## config.mk

```make
export PLATFORM = sky130hd
export DESIGN_NAME = seg_scan_ctrl
export DESIGN_NICKNAME = d
export VERILOG_FILES = /design/src/rtl/seg_scan_ctrl.sv
export SDC_FILE = /design/constraint.sdc
export NUM_CORES = 1
export LEC_CHECK = 0
export BUFFER_PORTS_ARGS = -buffer_cell sky130_fd_sc_hd__clkbuf_2
export CORE_ASPECT_RATIO = 1.25
export CORE_MARGIN = 8
export CORE_UTILIZATION = 53
export CTS_CLUSTER_SIZE = 12
export DETAILED_ROUTE_END_ITERATION = 10
export PLACE_DENSITY_LB_ADDON = 0.12
export SLEW_MARGIN = 25
export SYNTH_ARGS = -nofsm -noshare
export SYNTH_HDL_FRONTEND = slang
export SYNTH_SLANG_ARGS = --single-unit
export TNS_END_PERCENT = 20
```

## constraint.sdc

```tcl
create_clock -name iClk -period 4.1 [get_ports iClk]
set_input_delay 0.615 -clock iClk [delete_from_list [all_inputs] [get_ports iClk]]
set_output_delay 0.615 -clock iClk [all_outputs]
set_load 0.02 [all_outputs]
```

## src/rtl/seg_scan_ctrl.sv

```systemverilog
`default_nettype none
// -----------------------------------------------------------------------------
// seg_scan_ctrl : multiplexed 7-segment scan controller with per-slot blanking
// Rev 1.0
// -----------------------------------------------------------------------------
module seg_scan_ctrl #(
   parameter int DIV    = 50000,
   parameter int GUARD  = 500,
   parameter int DIGITS = 8
) (
   input  logic        iClk,
   input  logic        iRst,
   input  logic        iEn,
   input  logic [31:0] iNum,
   input  logic [7:0]  iDp,
   input  logic [7:0]  iBlank,
   output logic [2:0]  oSel,
   output logic [1:0]  oEna,
   output logic [7:0]  oSeg,
   output logic        oFrame
);
   localparam int            CW         = (DIV > 1) ? $clog2(DIV) : 1;
   localparam logic [CW-1:0] C_CNT_LAST = CW'(DIV - 1);
   localparam logic [CW-1:0] C_GUARD    = CW'(GUARD);
   localparam logic [2:0]    C_SEL_LAST = 3'(DIGITS - 1);
   localparam logic [1:0]    C_ENA_ON   = 2'b10;
   localparam logic [1:0]    C_ENA_OFF  = 2'b00;

   typedef enum logic [0:0] {
      ST_IDLE = 1'b0,
      ST_SCAN = 1'b1
   } state_t;

   state_t        state_q, state_d;
   logic [CW-1:0] cnt_q, cnt_d;
   logic [2:0]    sel_q, sel_d;
   logic [1:0]    ena_q, ena_d;
   logic [7:0]    seg_q, seg_d;
   logic          frame_q, frame_d;
   logic          load;

   function automatic logic [6:0] hex7(input logic [3:0] nib);
      logic [6:0] s;
      case (nib)
         4'h0:    s = 7'h40;
         4'h1:    s = 7'h79;
         4'h2:    s = 7'h24;
         4'h3:    s = 7'h30;
         4'h4:    s = 7'h19;
         4'h5:    s = 7'h12;
         4'h6:    s = 7'h02;
         4'h7:    s = 7'h78;
         4'h8:    s = 7'h00;
         4'h9:    s = 7'h10;
         4'hA:    s = 7'h08;
         4'hB:    s = 7'h03;
         4'hC:    s = 7'h46;
         4'hD:    s = 7'h21;
         4'hE:    s = 7'h06;
         default: s = 7'h0E;
      endcase
      return s;
   endfunction

   always_comb begin
      state_d = state_q;
      cnt_d   = cnt_q;
      sel_d   = sel_q;
      seg_d   = seg_q;
      ena_d   = C_ENA_OFF;
      frame_d = 1'b0;
      load    = 1'b0;

      if (!iEn) begin
         state_d = ST_IDLE;
         cnt_d   = '0;
         sel_d   = 3'd0;
         seg_d   = 8'hFF;
      end else if (state_q == ST_IDLE) begin
         state_d = ST_SCAN;
         cnt_d   = '0;
         sel_d   = 3'd0;
         load    = 1'b1;
      end else if (cnt_q == C_CNT_LAST) begin
         cnt_d   = '0;
         sel_d   = (sel_q == C_SEL_LAST) ? 3'd0 : sel_q + 3'd1;
         frame_d = (sel_q == C_SEL_LAST);
         load    = 1'b1;
      end else begin
         cnt_d = cnt_q + 1'b1;
      end

      // Digit data is snapshotted only at slot start; mid-slot changes wait a slot.
      if (load) begin
         seg_d = iBlank[sel_d] ? 8'hFF : {~iDp[sel_d], hex7(iNum[{sel_d, 2'b00} +: 4])};
      end

      // Enable is derived from next-cycle state so the guard can never be cut short.
      if (state_d == ST_SCAN && cnt_d >= C_GUARD && !iBlank[sel_d]) begin
         ena_d = C_ENA_ON;
      end
   end

   always_ff @(posedge iClk or posedge iRst) begin
      if (iRst) begin
         state_q <= ST_IDLE;
         cnt_q   <= '0;
         sel_q   <= 3'd0;
         ena_q   <= C_ENA_OFF;
         seg_q   <= 8'hFF;
         frame_q <= 1'b0;
      end else begin
         state_q <= state_d;
         cnt_q   <= cnt_d;
         sel_q   <= sel_d;
         ena_q   <= ena_d;
         seg_q   <= seg_d;
         frame_q <= frame_d;
      end
   end

   assign oSel   = sel_q;
   assign oEna   = ena_q;
   assign oSeg   = seg_q;
   assign oFrame = frame_q;

endmodule
`default_nettype wire

```

==> results by group <==
Pwr
  • Clk pwr share: around two fifths
  • Leakage power: ~1.3 nW
  • Switching power: around 0.00018 W
  • Cell-internal power: around 0.00048 W
  • Sw frac: a little over a quarter
  • Comb power frac: between 10 and 15%
  • Worst vdd ir: roughly 0.11 mV
  • Sequential power share: 47.2%
  • PD cells: 236 nW/um^2

Floorplanning
  • Die area: 6740 sq um
  • Chip width: around 75 um
  • Die H: around 90 um
  • Starting Density: between 50 and 60%
  • Placeable core area: ~4300 sq um
  • FP Rows: 27
  • Boundary Pins: 65

Yosys
  • Synthesized flop and latch total: 30
  • Syn_nets: 315
  • Post-synth top flop: dfrtp_1
  • Synth warn: 0
  • Post-synthesis cell type count: between 50 and 60
  • Cells after Synth: 256
  • Register area share after synthesis: about a third
  • Async SR Flop Fraction: 100%
  • Synthesized area: about 2300 sq um
  • EDFF count, synth: 0
  • Mapped Avg Cell Area: approximately 9 sq um

Routing
  • Residual DRC: 0
  • Iter 0 DRT Violations: 82
  • Drt wl/cell: 16.0 um
  • Antenna-violating nets left: 0
  • DR vias: 2144
  • 1st-pass router iterations: 6
  • Post-DR vias/cell: 5.61
  • Post-Route WL: just over 6 mm

Setup path
  • Crit path launch type: flip-flop
  • R2R Setup Slk: between 0.4 and 0.5 ns
  • Critical Setup Path Class: flip-flop to flip-flop
  • CP endpoint kind: flip-flop
  • Crit path required time: 4.30 ns
  • CP max FO: 18
  • CP arrival: 3.85 ns

Place
  • Dpl ws: just over 0.4 ns
  • Placer congestion estimate: between 0.9 and 1
  • Placed Cells: 370
  • Port bufs: 63
  • Dpl hpwl: between 4 and 5 mm

CTS
  • Root buf cell: clkbuf_8
  • Clk_lat worst skew: just under 0.3 ns
  • TritonCTS buffer count: 5
  • Sink Count: 30
  • CTS tree: built
  • Clk pin slew, worst setup/hold paths: about 0.07 ns
  • H-Tree Depth: 2
  • Clk buf depth: 2

Timing
  • Hold Fails Final Rpt: 0
  • Clk_skew: about 0.0053 ns
  • TNS Setup: 0 ns
  • Tmin final: around 3.6 ns
  • Slew headroom: 62.4%
  • Worst-Margin Slew: ~0.55 ns
  • RSZ-0062 raised after global routing: false
  • Final setup fails: 0
  • Slew Limit Fails: 0
  • Period utilisation layout: between 80 and 90%
  • Max Fclk: 0.274 GHz
  • Worst setup margin: approximately 0.45 ns

GRT
  • Antenna violations before repair: 0
  • Vias in the first global route: 2175
  • Grt ovf: 0
  • GR Util All Layers: 18.5%
  • Pin count of the biggest net entering global routing: 26
  • Global-route wire length before repair: around 9.9 mm

Run
  • Max_cap viols: 0

Cells and area
  • Syn-to-layout area delta: 20.4%
  • Fin nets: between 300 and 400
  • Commonest non-fill, non-tap cell in the layout: clkbuf_2
  • Diode count: 0
  • Fin cells: 382
  • Fill count: just over 400
  • FF+latch area: ~760 sq um
  • Most frequent cells in the layout: 63 x clkbuf_2, 38 x nor2_1, 35 x nand2_1
  • Multi-input logic area: 1450 sq um
  • Share of layout cells above drive strength 1: roughly 32%

Worst hold path
  • Hold Path Class: input port to async pin

Status
  • Run status: completed
## final timing paths
kind                       cells after the start       to  startpoint
max                                           13  oSeg[3]    cnt_q[0]
min                                            2  oSeg[2]        iRst
max reg2reg                                   13  oSeg[3]    cnt_q[0]
min reg2reg                                    2  oSeg[6]     oSeg[6]
max in group asynchronous                      3  oSeg[3]        iRst
min in group iClk                              2  oSeg[6]     oSeg[6]
## metal layers
layer  global-route usage [%]  wire, um  up-vias  part of all wire, %
met1                     20.2      2510      990                   41
met3                     5.22       354       14                  5.8
met2                     30.6      3030       84                   50
met4                     10.0       214        0                  3.5
li1                         -         -     1056                    -
met5                        0         0        -                    0
## cells by family after synthesis
logic type	after synthesis	synth area share (%)
flops	30	32.9
compound gates	40	13.4
buf+inv	17	4.39
simple gates	118	26.2
fa+ha+maj	8	4.33
xor+xnor	14	5.31
other cells	1	0.162
mux	28	13.3
## area by class of cell
type                       count  area share (%)
sequential                    30            27.4
timing repair buffer          70            13.2
tap                           58            2.61
multi-input combinational    209            52.1
inverter                       7            1.31
clock inverter                 2           0.450
clock buffer                   6            2.97
## state kept, by name, indices dropped and copies added, names as in the netlist
| name | count |
|---|---|
| cnt_q | 16 |
| oEna | 1 |
| oFrame | 1 |
| oSeg | 8 |
| oSel | 3 |
| state_q | 1 |
## power groups by stage
stage / Clock (W) / Combinational (W) / Sequential [W]
after floorplan: 0 / 0.0000453 / 0.000320
after global placement: 0 / 0.0000902 / 0.000314
after detailed placement: 0 / 0.0000912 / 0.000314
after CTS: 0.000260 / 0.0000917 / 0.000309
after global routing: 0.000275 / 0.0000997 / 0.000310
final: 0.000255 / 0.0000910 / 0.000309
## Yosys cell counts, types with 2 or more instances
| library cell | number | share of area [%] |
|---|---|---|
| nor2_1 | 38 | 6.2 |
| nand2_1 | 35 | 5.7 |
| dfrtp_1 | 22 | 24 |
| mux2i_1 | 20 | 8.7 |
| nand3_1 | 9 | 2.0 |
| xor2_1 | 9 | 3.4 |
| and3_1 | 8 | 2.2 |
| dfstp_2 | 8 | 9.1 |
| ha_1 | 8 | 4.3 |
| a21oi_1 | 6 | 1.3 |
| a31oi_1 | 5 | 1.4 |
| buf_4 | 5 | 1.6 |
| nand4_1 | 5 | 1.4 |
| nor3_1 | 5 | 1.1 |
| xnor2_1 | 5 | 1.9 |
| a211oi_1 | 4 | 1.3 |
| a32oi_1 | 4 | 1.5 |
| inv_1 | 4 | 0.65 |
| mux2_2 | 4 | 2.0 |
| a2111oi_0 | 3 | 1.1 |
| and2_1 | 3 | 0.81 |
| clkbuf_1 | 3 | 0.49 |
| a211oi_2 | 2 | 1.1 |
| a21boi_1 | 2 | 0.65 |
| a21o_1 | 2 | 0.65 |
| and4_1 | 2 | 0.76 |
| and4bb_1 | 2 | 1.1 |
| clkinv_4 | 2 | 0.76 |
| o21ai_1 | 2 | 0.43 |
| o22ai_1 | 2 | 0.54 |
| or3_1 | 2 | 0.54 |
## stage by stage
stage	hold WS [ns]	cell area, sq um	total power (W)	util (%)
2_1_floorplan	0.469	2310	0.000365	-
4_1_cts	0.429	2750	0.000661	64.1
5_1_grt	0.448	2780	0.000684	64.8
6_report	0.424	2780	0.000655	64.8
3_3_place_gp	0.482	2660	0.000404	61.9
3_5_place_dp	0.494	2660	0.000406	61.9
## timing repair
| action | 4_1_cts | 5_1_grt |
|---|---|---|
| gates resized for setup | 0 | 0 |
| hold buffers | 0 | 0 |
| hold endpoints to repair | 0 | 0 |
| buffers inserted | 0 | 4 |
| endpoints found under the setup margin | 0 | 1 |
## critical path: stages (launching register included)
cell	delay (ns)
dfrtp_1	0.40
ha_1	0.26
and3_1	0.32
and4_1	0.41
mux2i_4	0.39
clkinv_4	0.22
mux2i_1	0.20
a32oi_1	0.10
nand2_1	0.21
inv_1	0.09
ha_1	0.22
a21boi_1	0.14
a2111oi_0	0.51
a211oi_1	0.10
Note: power is estimated with default switching activity, not from simulation.
